[config.mk]
export PLATFORM = sky130hd
export DESIGN_NAME = uart_rx_fifo
export DESIGN_NICKNAME = d
export VERILOG_FILES = /design/src/rtl/uart_pkg.sv /design/src/rtl/uart_sync_fifo.sv /design/src/rtl/uart_rx_fifo.sv
export SDC_FILE = /design/constraint.sdc
export NUM_CORES = 1
export LEC_CHECK = 0
export CAP_MARGIN = 15
export CORE_ASPECT_RATIO = 2
export CORE_MARGIN = 2
export CORE_UTILIZATION = 31
export CTS_CLUSTER_DIAMETER = 120
export CTS_CLUSTER_SIZE = 24
export DETAILED_ROUTE_END_ITERATION = 12
export PLACE_DENSITY_LB_ADDON = 0.05
export SLEW_MARGIN = 30
export SYNTH_ARGS = -nofsm -noshare
export SYNTH_HDL_FRONTEND = slang
export SYNTH_SLANG_ARGS = --single-unit
[constraint.sdc]
create_clock -name clk -period 7.98 [get_ports clk]
set_input_delay 1.197 -clock clk [delete_from_list [all_inputs] [get_ports clk]]
set_output_delay 1.197 -clock clk [all_outputs]
set_load 0.03 [all_outputs]
[src/rtl/uart_pkg.sv]
// Shared types and constants for the UART receiver with receive FIFO.
package uart_pkg;

    localparam int unsigned OSR16         = 16;
    localparam int unsigned OSR13         = 13;
    localparam int unsigned MAX_DATA_BITS = 8;

    typedef enum logic [2:0] {
        IDLE,
        START,
        DATA,
        PARITY,
        STOP
    } rx_state_e;

    typedef struct packed {
        logic                     frm_err;
        logic                     par_err;
        logic [MAX_DATA_BITS-1:0] data;
    } rx_entry_t;

    function automatic logic [3:0] osr_half(input logic osm_sel);
        return osm_sel ? 4'(OSR13 / 2) : 4'(OSR16 / 2);
    endfunction

    function automatic logic [3:0] osr_last(input logic osm_sel);
        return osm_sel ? 4'(OSR13 - 1) : 4'(OSR16 - 1);
    endfunction

endpackage

[src/rtl/uart_sync_fifo.sv]
// Show-ahead synchronous FIFO with occupancy count.
// Head data reads as zero while the FIFO is empty.
module uart_sync_fifo #(
    parameter int unsigned WIDTH = 10,
    parameter int unsigned DEPTH = 16
) (
    input  logic                     clk_i,
    input  logic                     rst_ni,
    input  logic                     push_i,
    input  logic [WIDTH-1:0]         wdata_i,
    input  logic                     pop_i,
    output logic                     valid_o,
    output logic                     full_o,
    output logic [WIDTH-1:0]         rdata_o,
    output logic [$clog2(DEPTH):0]   count_o
);

    localparam int unsigned AW = $clog2(DEPTH);
    localparam int unsigned CW = AW + 1;

    logic [WIDTH-1:0] mem_q [DEPTH];
    logic [AW-1:0]    wr_ptr_q, wr_ptr_d;
    logic [AW-1:0]    rd_ptr_q, rd_ptr_d;
    logic [CW-1:0]    count_q, count_d;
    logic             do_push;
    logic             do_pop;

    assign valid_o = (count_q != '0);
    assign full_o  = (count_q == CW'(DEPTH));
    assign do_pop  = pop_i && valid_o;
    // A full FIFO still accepts a push when the head leaves in the same cycle
    assign do_push = push_i && (!full_o || do_pop);

    always_comb begin
        wr_ptr_d = wr_ptr_q;
        rd_ptr_d = rd_ptr_q;
        count_d  = count_q;
        if (do_push) begin
            wr_ptr_d = wr_ptr_q + AW'(1);
        end
        if (do_pop) begin
            rd_ptr_d = rd_ptr_q + AW'(1);
        end
        unique case ({do_push, do_pop})
            2'b10:   count_d = count_q + CW'(1);
            2'b01:   count_d = count_q - CW'(1);
            default: count_d = count_q;
        endcase
    end

    always_ff @(posedge clk_i or negedge rst_ni) begin
        if (!rst_ni) begin
            wr_ptr_q <= '0;
            rd_ptr_q <= '0;
            count_q  <= '0;
        end else begin
            wr_ptr_q <= wr_ptr_d;
            rd_ptr_q <= rd_ptr_d;
            count_q  <= count_d;
        end
    end

    always_ff @(posedge clk_i) begin
        if (do_push) begin
            mem_q[wr_ptr_q] <= wdata_i;
        end
    end

    assign rdata_o = valid_o ? mem_q[rd_ptr_q] : '0;
    assign count_o = count_q;

endmodule

[src/rtl/uart_rx_fifo.sv]
// UART receiver (x16/x13 oversampling, optional parity) feeding a receive FIFO.
// Define UART_RX_MAJORITY_EN for 2-of-3 majority sampling around each bit centre.
module uart_rx_fifo
    import uart_pkg::*;
#(
    parameter int unsigned DATA_BITS  = 8,
    parameter int unsigned FIFO_DEPTH = 16
) (
    input  logic                          clk,
    input  logic                          rst,
    input  logic                          baud_tick,
    input  logic                          rx_serial,
    input  logic                          cfg_pen,
    input  logic                          cfg_eps,
    input  logic                          cfg_osm_sel,
    output logic                          rd_valid,
    input  logic                          rd_ready,
    output logic [DATA_BITS-1:0]          rd_data,
    output logic                          rd_par_err,
    output logic                          rd_frm_err,
    output logic [$clog2(FIFO_DEPTH):0]   fifo_count,
    output logic                          overrun,
    input  logic                          clr_overrun,
    output logic                          rx_busy
);

    rx_state_e state_q, state_d;
    logic                     sync1_q, sync2_q;
    logic [3:0]               cnt_q, cnt_d;
    logic [2:0]               bit_q, bit_d;
    logic [MAX_DATA_BITS-1:0] shift_q, shift_d;
    logic                     pen_q, pen_d;
    logic                     eps_q, eps_d;
    logic                     osm_q, osm_d;
    logic                     par_err_q, par_err_d;
    logic                     overrun_q, overrun_d;

    logic       rx_s;
    logic [3:0] half;
    logic [3:0] last;
    logic [3:0] cnt_nxt;
    logic       end_bit;
    logic       dec_tick;
    logic       bit_v;
    logic       exp_par;
    logic       push;
    logic       full;
    logic       drop;
    rx_entry_t  wentry;
    rx_entry_t  head;

    always_ff @(posedge clk or negedge rst) begin
        if (!rst) begin
            sync1_q <= 1'b1;
            sync2_q <= 1'b1;
        end else begin
            sync1_q <= rx_serial;
            sync2_q <= sync1_q;
        end
    end

    assign rx_s    = sync2_q;
    assign half    = osr_half(osm_q);
    assign last    = osr_last(osm_q);
    assign end_bit = (cnt_q == last);
    assign cnt_nxt = end_bit ? 4'd0 : cnt_q + 4'd1;
    assign exp_par = eps_q ? ^shift_q : ~^shift_q;

`ifdef UART_RX_MAJORITY_EN
    logic s_early_q;
    logic s_mid_q;

    always_ff @(posedge clk or negedge rst) begin
        if (!rst) begin
            s_early_q <= 1'b1;
            s_mid_q   <= 1'b1;
        end else if (baud_tick && state_q != IDLE) begin
            if (cnt_q == half - 4'd1) begin
                s_early_q <= rx_s;
            end
            if (cnt_q == half) begin
                s_mid_q <= rx_s;
            end
        end
    end

    // Decision lands on the third sample; bit boundaries are unchanged
    assign dec_tick = (cnt_q == half + 4'd1);
    assign bit_v    = (s_early_q & s_mid_q) | (s_early_q & rx_s) |
                      (s_mid_q & rx_s);
`else
    assign dec_tick = (cnt_q == half);
    assign bit_v    = rx_s;
`endif

    always_comb begin
        state_d   = state_q;
        cnt_d     = cnt_q;
        bit_d     = bit_q;
        shift_d   = shift_q;
        pen_d     = pen_q;
        eps_d     = eps_q;
        osm_d     = osm_q;
        par_err_d = par_err_q;
        push      = 1'b0;
        if (baud_tick) begin
            unique case (state_q)
                IDLE: begin
                    if (!rx_s) begin
                        // The detecting tick counts as tick 0 of the start bit
                        state_d   = START;
                        cnt_d     = 4'd1;
                        bit_d     = 3'd0;
                        shift_d   = '0;
                        par_err_d = 1'b0;
                        pen_d     = cfg_pen;
                        eps_d     = cfg_eps;
                        osm_d     = cfg_osm_sel;
                    end
                end
                START: begin
                    cnt_d = cnt_nxt;
                    if (dec_tick && bit_v) begin
                        state_d = IDLE;
                    end else if (end_bit) begin
                        state_d = DATA;
                    end
                end
                DATA: begin
                    cnt_d = cnt_nxt;
                    if (dec_tick) begin
                        shift_d[bit_q] = bit_v;
                    end
                    if (end_bit) begin
                        if (bit_q == 3'(DATA_BITS - 1)) begin
                            bit_d   = 3'd0;
                            state_d = pen_q ? PARITY : STOP;
                        end else begin
                            bit_d = bit_q + 3'd1;
                        end
                    end
                end
                PARITY: begin
                    cnt_d = cnt_nxt;
                    if (dec_tick) begin
                        par_err_d = (bit_v != exp_par);
                    end
                    if (end_bit) begin
                        state_d = STOP;
                    end
                end
                STOP: begin
                    cnt_d = cnt_nxt;
                    if (dec_tick) begin
                        push    = 1'b1;
                        state_d = IDLE;
                    end
                end
                default: state_d = IDLE;
            endcase
        end
    end

    always_ff @(posedge clk or negedge rst) begin
        if (!rst) begin
            state_q   <= IDLE;
            cnt_q     <= '0;
            bit_q     <= '0;
            shift_q   <= '0;
            pen_q     <= 1'b0;
            eps_q     <= 1'b0;
            osm_q     <= 1'b0;
            par_err_q <= 1'b0;
            overrun_q <= 1'b0;
        end else begin
            state_q   <= state_d;
            cnt_q     <= cnt_d;
            bit_q     <= bit_d;
            shift_q   <= shift_d;
            pen_q     <= pen_d;
            eps_q     <= eps_d;
            osm_q     <= osm_d;
            par_err_q <= par_err_d;
            overrun_q <= overrun_d;
        end
    end

    assign wentry.frm_err = ~bit_v;
    assign wentry.par_err = par_err_q;
    assign wentry.data    = shift_q;

    uart_sync_fifo #(
        .WIDTH ($bits(rx_entry_t)),
        .DEPTH (FIFO_DEPTH)
    ) u_fifo (
        .clk_i   (clk),
        .rst_ni  (rst),
        .push_i  (push),
        .wdata_i (wentry),
        .pop_i   (rd_ready),
        .valid_o (rd_valid),
        .full_o  (full),
        .rdata_o (head),
        .count_o (fifo_count)
    );

    // Set wins over a same-cycle clear so no drop goes unreported
    assign drop      = push && full && !(rd_valid && rd_ready);
    assign overrun_d = drop || (overrun_q && !clr_overrun);

    assign rd_data    = head.data[DATA_BITS-1:0];
    assign rd_par_err = head.par_err;
    assign rd_frm_err = head.frm_err;
    assign overrun    = overrun_q;
    assign rx_busy    = (state_q != IDLE);

endmodule

==> results of run 1 <==
## cell families (layout without fill, tap and decap cells)
| family | Yosys count | in the layout | share of synthesized area, % |
|---|---|---|---|
| fa+ha+maj | 13 | 13 | 2.00 |
| mux | 63 | 63 | 15.1 |
| compound gates | 55 | 55 | 4.31 |
| flops | 198 | 198 | 68.6 |
| buf+inv | 43 | 85 | 2.44 |
| xor+xnor | 19 | 19 | 1.98 |
| simple gates | 85 | 85 | 5.66 |
## critical path: stages, from the launching register on
cell             delay (ns)
dfrtp_2                0.46
buf_4                  0.63
mux4_2                 0.59
mux4_2                 0.53
nor2b_1                0.17
clkdlybuf4s50_1        0.63
## per-stage QoR
| stage | power [W] | cell area (sq um) |
|---|---|---|
| floorplan | 0.00207 | 8400 |
| global placement | 0.00238 | 9050 |
| detailed placement | 0.00239 | 9050 |
| CTS | 0.00332 | 9690 |
| global route | 0.00344 | 9690 |
| finish | 0.00326 | 9690 |
## synthesized netlist by cell type (8+ instances only)
| cell type | instances |
|---|---|
| dfrtp_1 | 36 |
| nand2_1 | 17 |
| a31oi_1 | 8 |
| nand3_1 | 8 |
| clkbuf_1 | 12 |
| o21ai_0 | 22 |
| mux4_2 | 50 |
| nor2_1 | 12 |
| nor2b_1 | 10 |
| xnor2_1 | 18 |
| ha_1 | 11 |
| and2_1 | 8 |
| inv_1 | 21 |
| edfxtp_1 | 160 |
| a21oi_1 | 9 |
## report_power, final
group	leakage [nW]	switching (W)	internal (W)
sequential	2.10	0.000174	0.00119
clock	0.318	0.000380	0.000549
combinational	0.972	0.000488	0.000472
total	3.38	0.00104	0.00222
## state kept, by name (all words and copies together) (netlist names), 3 cells and up
register	cells
u_fifo.count_o	5
u_fifo.mem_q	160
shift_q	8
u_fifo.wr_ptr_q	4
u_fifo.rd_ptr_q	4
state_q	3
cnt_q	4
bit_q	3
## layer usage
layer,global-route usage [%],part of all wire (%),vias to the layer above
met5,0,0,-
met4,4.86,1.8,0
met3,3.06,2.3,21
met2,29.0,57,62
met1,17.7,39,2200
li1,-,-,1934
## how the worst min path moves through the flow
stage	slack, ns	cells past startpoint	startpoint	to
finish	0.36	0	sync1_q$_DFF_PN1_	bit_v$_DFF_PN1_
global route	0.36	0	sync1_q$_DFF_PN1_	bit_v$_DFF_PN1_
CTS	0.36	0	sync1_q$_DFF_PN1_	bit_v$_DFF_PN1_
detailed placement	0.35	0	sync1_q$_DFF_PN1_	bit_v$_DFF_PN1_
global placement	0.35	0	sync1_q$_DFF_PN1_	bit_v$_DFF_PN1_
floorplan	0.35	0	sync1_q$_DFF_PN1_	bit_v$_DFF_PN1_
## layout make-up
class,count,area share (%)
sequential,198,59.5
multi-input combinational,235,25.5
clock buffer,20,4.82
tap,348,4.49
timing repair buffer,32,3.12
clock inverter,12,1.76
inverter,21,0.814
==> impl_metrics.ini, run 1 <==
[timing]
finalWorstSetupSlack_ns = 3.25
period_needed_ns = 4.73
fin_skew_ns = 0.00562
clock.fmax_mhz = 212
finalSetupViolations = 0
rsz0062_at_grt = false
fin_crit_sh_pct = 59.2
hold_violations = 0
finalSetupTns_ns = 0
max_slew.worst_pin.slew_ns = 0.956
fin_hold_ws_ns = 0.357
max-slew-margin-rel_pct = 36.3
drv_slew = 0

[logic_synthesis]
synth_area_leader_cell = edfxtp_1
synth_seq_cells = 198
netlist_top_cells_area = edfxtp_1 57%, mux4_2 13%, dfrtp_1 11%
netlist_area_sq_um = 8400
yosysWarnings = 0
syn_avg_cell_area_sq_um = 17.6
synth_top_area_share_pct = 57.2
yosysSeqAreaShare_pct = 68.6
synthCells = 476
async_reset_ff_share_pct = 19.2
postSynthNetCount = 497
synth_edf_count = 160
ys.flop_type = edfxtp_1
synth_cell_types = 52

[routing]
drt_wl_total_um = 20600
drt_iter0_drc = 276
wl_per_cell_um = 23.8
route.detailed.drc = 0
vias_per_cell = 4.87
vias = 4217
dr.pass1.iters = 4
drt.antenna.violating_nets = 0

[setup_path]
critPathArrivalTime_ns = 3.53
crit_path_start_kind = flip-flop
r2r_end = u_fifo.mem_q[5][7]$_DFFE_PP_
reg2reg_depth = 5
crit_start = u_fifo.rd_ptr_q[0]$_DFFE_PN0N_
cp.required_ns = 6.78
r2r_slack_ns = 4.73
timing.rr.start = cnt_q[1]$_DFFE_PN0P_
cp-end-kind = output pin
worst-path-max-fanout = 39
worstSetupPathType = flip-flop to output pin
worstSetupEndpoint = rd_frm_err

[power_and_ir_drop]
power.density_nw_per_um2 = 336
p_leak_nw = 3.38
vdd_drop_max_v = 0.000144

[global_route]
gr-usage-all-layers_pct = 15.6
grt_pass1_vias = 4653
overflow = 0
grt_pass1_wl_um = 31100
antenna_found_initial = 0
grt_start_max_net_pins = 40

[floorplan]
row_count = 85
fp.dieH_um = 237
coreArea_sq_um = 26800
dieArea_sq_um = 28500
io_pins = 27
die_w_um = 120
initial_core_util_pct = 31.3

[clock_network]
cts_resized = 0
cts_tree = yes
insertion_delay_ns = 0.44
cts_setup_buffers = 0
cts-hold-fix-buffers = 0
numClockSinks = 198
cts_root_buf = clkbuf_16
clk_pin_slew_ns = 0.07
numCtsBuffers = 17
clockBufferDepth = 2
htreeDepth = 4

[layout]
multi_input_area_sq_um = 2470
final_cells = 866
regArea_sq_um = 5760
final_core_util_pct = 36.2
layout_common_cells = 160 x edfxtp_1, 50 x mux4_2, 33 x dfrtp_1
diodes = 0
layout.nets = 526
nFillCells = 2606
layout_commonest_cell = edfxtp_1
drive_above_1_share_pct = 23.4
area_growth_pct = 15.4

[place]
dp.cells = 834
dp_slack_ns = 3.63
dp_hpwl_um = 13600
gp_congestion = 0.727
port_buffers = 26

[job]
drv_cap = 0

[min_path]
min_path_type = flip-flop to flip-flop

[run_status]
status = finished, final reports clean
Note: power is estimated with default switching activity, not from simulation.
==> run 2, diff against run 1 <==
- clock period: 7.98 -> 4.5 ns (I/O delays scaled with it)
==> run 2 against run 1 <==
Sequential power rose by 79%. Critical path depth unchanged. Die area stayed put. Critical endpoint unchanged. Largest power group unchanged. Highest routed layer unchanged.
==> impl_metrics.ini, run 2 (synthesis results as in run 1) <==
[run_status]
status = finished, final reports clean

[timing]
finalSetupTns_ns = 0
drv_slew = 0
period_needed_ns = 4.01
rsz0062_at_grt = false
max-slew-margin-rel_pct = 49.1
fin_crit_sh_pct = 89.2
fin_skew_ns = 0.00662
finalSetupViolations = 0
hold_violations = 0
max_slew.worst_pin.slew_ns = 0.764
clock.fmax_mhz = 249

[setup_path]
crit_start = u_fifo.rd_ptr_q[0]$_DFFE_PN0N_
r2r_slack_ns = 1.47
cp-end-kind = output pin
crit_path_start_kind = flip-flop
critPathArrivalTime_ns = 3.34
cp.required_ns = 3.83
r2r_end = u_fifo.count_o[4]$_DFFE_PN0P_
worst-path-max-fanout = 18
worstSetupPathType = flip-flop to output pin
worstSetupEndpoint = rd_frm_err
timing.rr.start = u_fifo.count_o[0]$_DFFE_PN0P_
reg2reg_depth = 9

[routing]
drt_iter0_drc = 264
drt_wl_total_um = 21200
vias = 4377
dr.pass1.iters = 4
wl_per_cell_um = 24.0
drt.antenna.violating_nets = 0
route.detailed.drc = 0
vias_per_cell = 4.96

[layout]
regMostFlops = u_fifo.mem_q
layout_common_cells = 160 x edfxtp_1, 50 x mux4_2, 34 x dfrtp_1
largest_register_ffs = 160
area_growth_pct = 16.2
layout.nets = 542
drive_above_1_share_pct = 24.3
diodes = 0
layout_commonest_cell = edfxtp_1

[place]
dp_hpwl_um = 14900
port_buffers = 26
gp_congestion = 0.764

[global_route]
grt_pass1_vias = 4738
antenna_found_initial = 0
overflow = 0
grt_start_max_net_pins = 39
grt_pass1_wl_um = 31600
gr-usage-all-layers_pct = 15.8

[floorplan]
coreArea_sq_um = 26800
initial_core_util_pct = 31.3
fp.dieH_um = 237
io_pins = 27
row_count = 85
die_w_um = 120
dieArea_sq_um = 28500

[clock_network]
insertion_delay_ns = 0.44
numClockSinks = 198
cts_root_buf = clkbuf_16
clockBufferDepth = 2
cts_tree = yes
htreeDepth = 4
cts-hold-fix-buffers = 0
clk_pin_slew_ns = 0.07
cts_resized = 0
cts_setup_buffers = 0
numCtsBuffers = 17

[power_and_ir_drop]
vdd_drop_max_v = 0.000245
power.density_nw_per_um2 = 582
power.total_w = 0.00568
p_leak_nw = 3.43

[job]
drv_cap = 0

[min_path]
min_path_type = input pin to async pin
## run 2: changes by cell type in the layout (fill, tap and decap cells not counted), moves of 2 or more
| cell | change |
|---|---|
| clkbuf_1 | +2 |
| clkinv_2 | -3 |
| clkbuf_8 | -3 |
| bufinv_16 | -2 |
| buf_4 | +14 |
| clkinv_4 | +2 |
| buf_12 | +2 |
| clkinv_1 | +3 |
## run 2: where the power goes
| part | leakage (nW) | internal [W] | switching, W | total (W) |
|---|---|---|---|---|
| registers | 2.10 | 0.00211 | 0.000337 | 0.00245 |
| logic | 1.07 | 0.000883 | 0.000864 | 0.00175 |
| clock network | 0.272 | 0.000816 | 0.000668 | 0.00148 |
| total | 3.43 | 0.00381 | 0.00187 | 0.00568 |
## run 2: worst min path at each step
stage                 startpoint                       endpoint  slack, ns  cells after the start
2_1_floorplan  sync1_q$_DFF_PN1_                bit_v$_DFF_PN1_       0.35                      0
3_3_place_gp   sync1_q$_DFF_PN1_                bit_v$_DFF_PN1_       0.35                      0
3_5_place_dp   sync1_q$_DFF_PN1_                bit_v$_DFF_PN1_       0.35                      0
4_1_cts        sync1_q$_DFF_PN1_                bit_v$_DFF_PN1_       0.36                      0
5_1_grt                      rst              overrun$_DFF_PN0_       0.24                      1
6_report                     rst  u_fifo.count_o[3]$_DFFE_PN0P_       0.21                      1
## run 2: worst max-delay path, stage by stage (launching register included)
cell	delay [ns]
dfrtp_2	0.79
buf_12	0.25
mux4_2	0.53
mux4_2	0.55
nor2b_1	0.16
clkdlybuf4s50_1	0.59
## run 2: layout make-up
cell class / count / area, sq um
Multi-Input combinational cell: 235 / 2470
Tap cell: 348 / 435
Timing Repair Buffer: 48 / 448
Fill cell: 2571 / 17000
Sequential cell: 198 / 5760
Clock buffer: 19 / 433
Inverter: 21 / 78.8
Clock inverter: 13 / 131
## run 2: stage by stage
step                      setup WS, ns  utilization (%)  cell area, sq um  hold WS [ns]  std cells
after floorplan                   1.67                -              8400         0.345        476
after global placement           0.861             34.3              9190         0.348        850
after detailed placement         0.870             34.3              9190         0.349        850
after CTS                        0.382             36.4              9760         0.359        882
after global routing             0.303             36.4              9760         0.238        882
final                            0.488             36.4              9760         0.207        882
## run 2: metal layers
layer  vias up  track usage, %  routed length, um
met5         -               0                  0
met4         0            7.51                881
met3        32            3.40                581
met2       103            29.4              12000
met1      2281            16.6               7700
li1       1961               -                  -
==> run 3, diff against run 2 <==
- SLEW_MARGIN: 30 -> not set
- SYNTH_HIERARCHICAL: not set -> 1
==> run 3 against run 2 <==
Non-clock buffer count did not move. Via count grew 2.2%. Routed wire length shrank 4.2%. Count of clock-buffer cells in the layout unchanged. Global-route usage decreased by 0.61 points. Register-to-register slack worse by 0.56 ns. Synthesized area up 0.80%. First-iteration DRC count decreased by 28%.
==> impl_metrics.ini, run 3 <==
[timing]
drv_slew = 0
finalSetupTns_ns = 0
max-slew-margin-rel_pct = 35.8
fin_hold_ws_ns = 0.356
period_needed_ns = 3.76
fin_skew_ns = 0.00695
hold_violations = 0
fin_crit_sh_pct = 83.6
rsz0062_at_grt = false
finalWorstSetupSlack_ns = 0.737
finalSetupViolations = 0
max_slew.worst_pin.slew_ns = 0.963
clock.fmax_mhz = 266

[global_route]
overflow = 0
antenna_found_initial = 0
gr-usage-all-layers_pct = 15.2
grt_pass1_wl_um = 31000
grt_start_max_net_pins = 41
grt_pass1_vias = 4984

[place]
dpl-instance-area_sq_um = 9230
port_buffers = 26
dp_hpwl_um = 14000
dp_slack_ns = 0.789
dp.cells = 868
gp_congestion = 0.763

[logic_synthesis]
synth_compound_area_share_pct = 5.69
synth_top_family_by_area = multiplexers
synth_area_leader_cell = edfxtp_1
netlist_top_cells_area = edfxtp_1 57%, dfrtp_1 11%, mux4_2 11%
synth_common_cells = 160 x edfxtp_1, 40 x mux4_2, 36 x dfrtp_1, 26 x o21ai_0, 24 x nor2_1
ys.flop_type = edfxtp_1
synth_fa_ha_area_share_pct = 1.86
synth_most_common_cell = edfxtp_1
synthSimpleGateAreaFrac_pct = 5.87
muxShareOfSynthArea_pct = 15.1
synth_seq_cells = 198
yosysWarnings = 6
yosysSeqAreaShare_pct = 68.0
netlist_area_sq_um = 8470
syn_avg_cell_area_sq_um = 17.0
synth_edf_count = 160
postSynthNetCount = 518
synthCells = 497
synth_cell_types = 56
synth_top_area_share_pct = 56.7
async_reset_ff_share_pct = 19.2
synth-xor-area-share_pct = 1.86

[layout]
largest_register_ffs = 160
nFillCells = 2509
area_growth_pct = 16.5
multi_input_area_sq_um = 2570
final_cells = 900
drive_above_1_share_pct = 22.3
diodes = 0
layout_commonest_cell = edfxtp_1
regMostFlops = u_fifo/mem_q
final_area_sq_um = 9860
regArea_sq_um = 5760
layout_common_cells = 160 x edfxtp_1, 40 x mux4_2, 34 x dfrtp_1
layout.nets = 560

[power_and_ir_drop]
pwr-share-seq_pct = 40.6
p_leak_nw = 3.35
netSwitchingPower_w = 0.00196
power.density_nw_per_um2 = 603
vdd_drop_max_v = 0.000291
power_frac_clock_pct = 27.8
combPwrFrac_pct = 31.6
switching_share_pct = 32.9
internal_power_w = 0.00399

[clock_network]
clk_pin_slew_ns = 0.07
insertion_delay_ns = 0.44
cts_resized = 0
htreeDepth = 4
cts-hold-fix-buffers = 0
cts_setup_buffers = 0
cts_root_buf = clkbuf_16
cts_tree = yes
numCtsBuffers = 17
clockBufferDepth = 2
numClockSinks = 198

[setup_path]
cp.required_ns = 3.83
worst-path-max-fanout = 40
critPathArrivalTime_ns = 3.09
cp-end-kind = output pin
crit_path_start_kind = flip-flop
worstSetupPathType = flip-flop to output pin

[floorplan]
row_count = 85
initial_core_util_pct = 31.5
fp.dieH_um = 238
coreArea_sq_um = 26900
dieArea_sq_um = 28700
io_pins = 27
die_w_um = 121

[run_status]
status = finished, final reports clean

[routing]
drt.antenna.violating_nets = 0
vias_per_cell = 4.97
wl_per_cell_um = 22.6
drt_wl_total_um = 20300
drt_iter0_drc = 191
route.detailed.drc = 0
dr.pass1.iters = 4
vias = 4472

[min_path]
min_path_type = flip-flop to flip-flop

[job]
drv_cap = 0
[run 3: changes by cell type in the layout (fill, tap and decap cells not counted), sizes merged, moves of 8 or more]
| cell | before | now |
|---|---|---|
| a21oi | 10 | 20 |
| inv | 23 | 9 |
| mux2 | 7 | 23 |
| mux4 | 50 | 40 |
| nor2 | 12 | 24 |
| nor2b | 10 | 2 |
[run 3: area by class of cell]
class / instances / area share [%]
clock buffer: 19 / 4.39
clock inverter: 13 / 2.04
inverter: 7 / 0.266
multi-input combinational: 267 / 26.1
sequential: 198 / 58.4
tap: 348 / 4.41
timing repair buffer: 48 / 4.39
[run 3: power groups by stage]
stage | Sequential (W) | Clock [W] | Combinational (W)
2_1_floorplan | 0.00231 | 0 | 0.00139
3_3_place_gp | 0.00247 | 0 | 0.00193
3_5_place_dp | 0.00247 | 0 | 0.00193
4_1_cts | 0.00243 | 0.00170 | 0.00194
5_1_grt | 0.00247 | 0.00176 | 0.00204
6_report | 0.00242 | 0.00165 | 0.00188
[run 3: kinds of logic (layout without fill, tap and decap cells)]
family,count (synthesis),in the layout
multiplexers,75,75
flip-flops,198,198
buffers and inverters,32,87
AND/OR/NAND/NOR,91,91
AO/OA/AOI/OAI,71,71
XOR/XNOR,18,18
adder cells (fa/ha/maj),12,12
[run 3: per-stage QoR]
stage / power (W) / utilization (%)
detailed placement: 0.00440 / 34.3
floorplan: 0.00370 / -
CTS: 0.00607 / 36.7
finish: 0.00595 / 36.7
global route: 0.00627 / 36.7
global placement: 0.00439 / 34.3
[run 3: final timing paths]
| path | from | end | slack [ns] | cells past startpoint |
|---|---|---|---|---|
| min in group asynchronous | rst | u_fifo/count_o[3]$_DFFE_PN0P_ | 0.37 | 1 |
| max in group asynchronous | rst | u_fifo/rd_ptr_q[0]$_DFFE_PN0N_ | 3.48 | 1 |
| max reg2reg | cnt_q[1]$_DFFE_PN0P_ | u_fifo/count_o[4]$_DFFE_PN0P_ | 0.91 | 10 |
| max | u_fifo/rd_ptr_q[1]$_DFFE_PN0N_ | rd_par_err | 0.74 | 6 |
| min reg2reg | sync1_q$_DFF_PN1_ | bit_v$_DFF_PN1_ | 0.36 | 0 |
| min | sync1_q$_DFF_PN1_ | bit_v$_DFF_PN1_ | 0.36 | 0 |
[run 3: routing by layer]
layer  vias to the layer above  global-route usage [%]  part of all wire (%)
met5                         -                       0                     0
met4                         0                    5.43                   2.1
met3                        22                    3.02                   2.0
met2                        56                    29.5                    60
met1                      2352                    15.7                    36
li1                       2042                       -                     -
[run 3: critical path, stage by stage (launching register included)]
cell             delay [ns]
dfrtp_2                0.41
buf_12                 0.29
mux4_2                 0.61
mux2_2                 0.28
o21ai_0                0.21
a21oi_1                0.13
clkdlybuf4s50_1        0.66
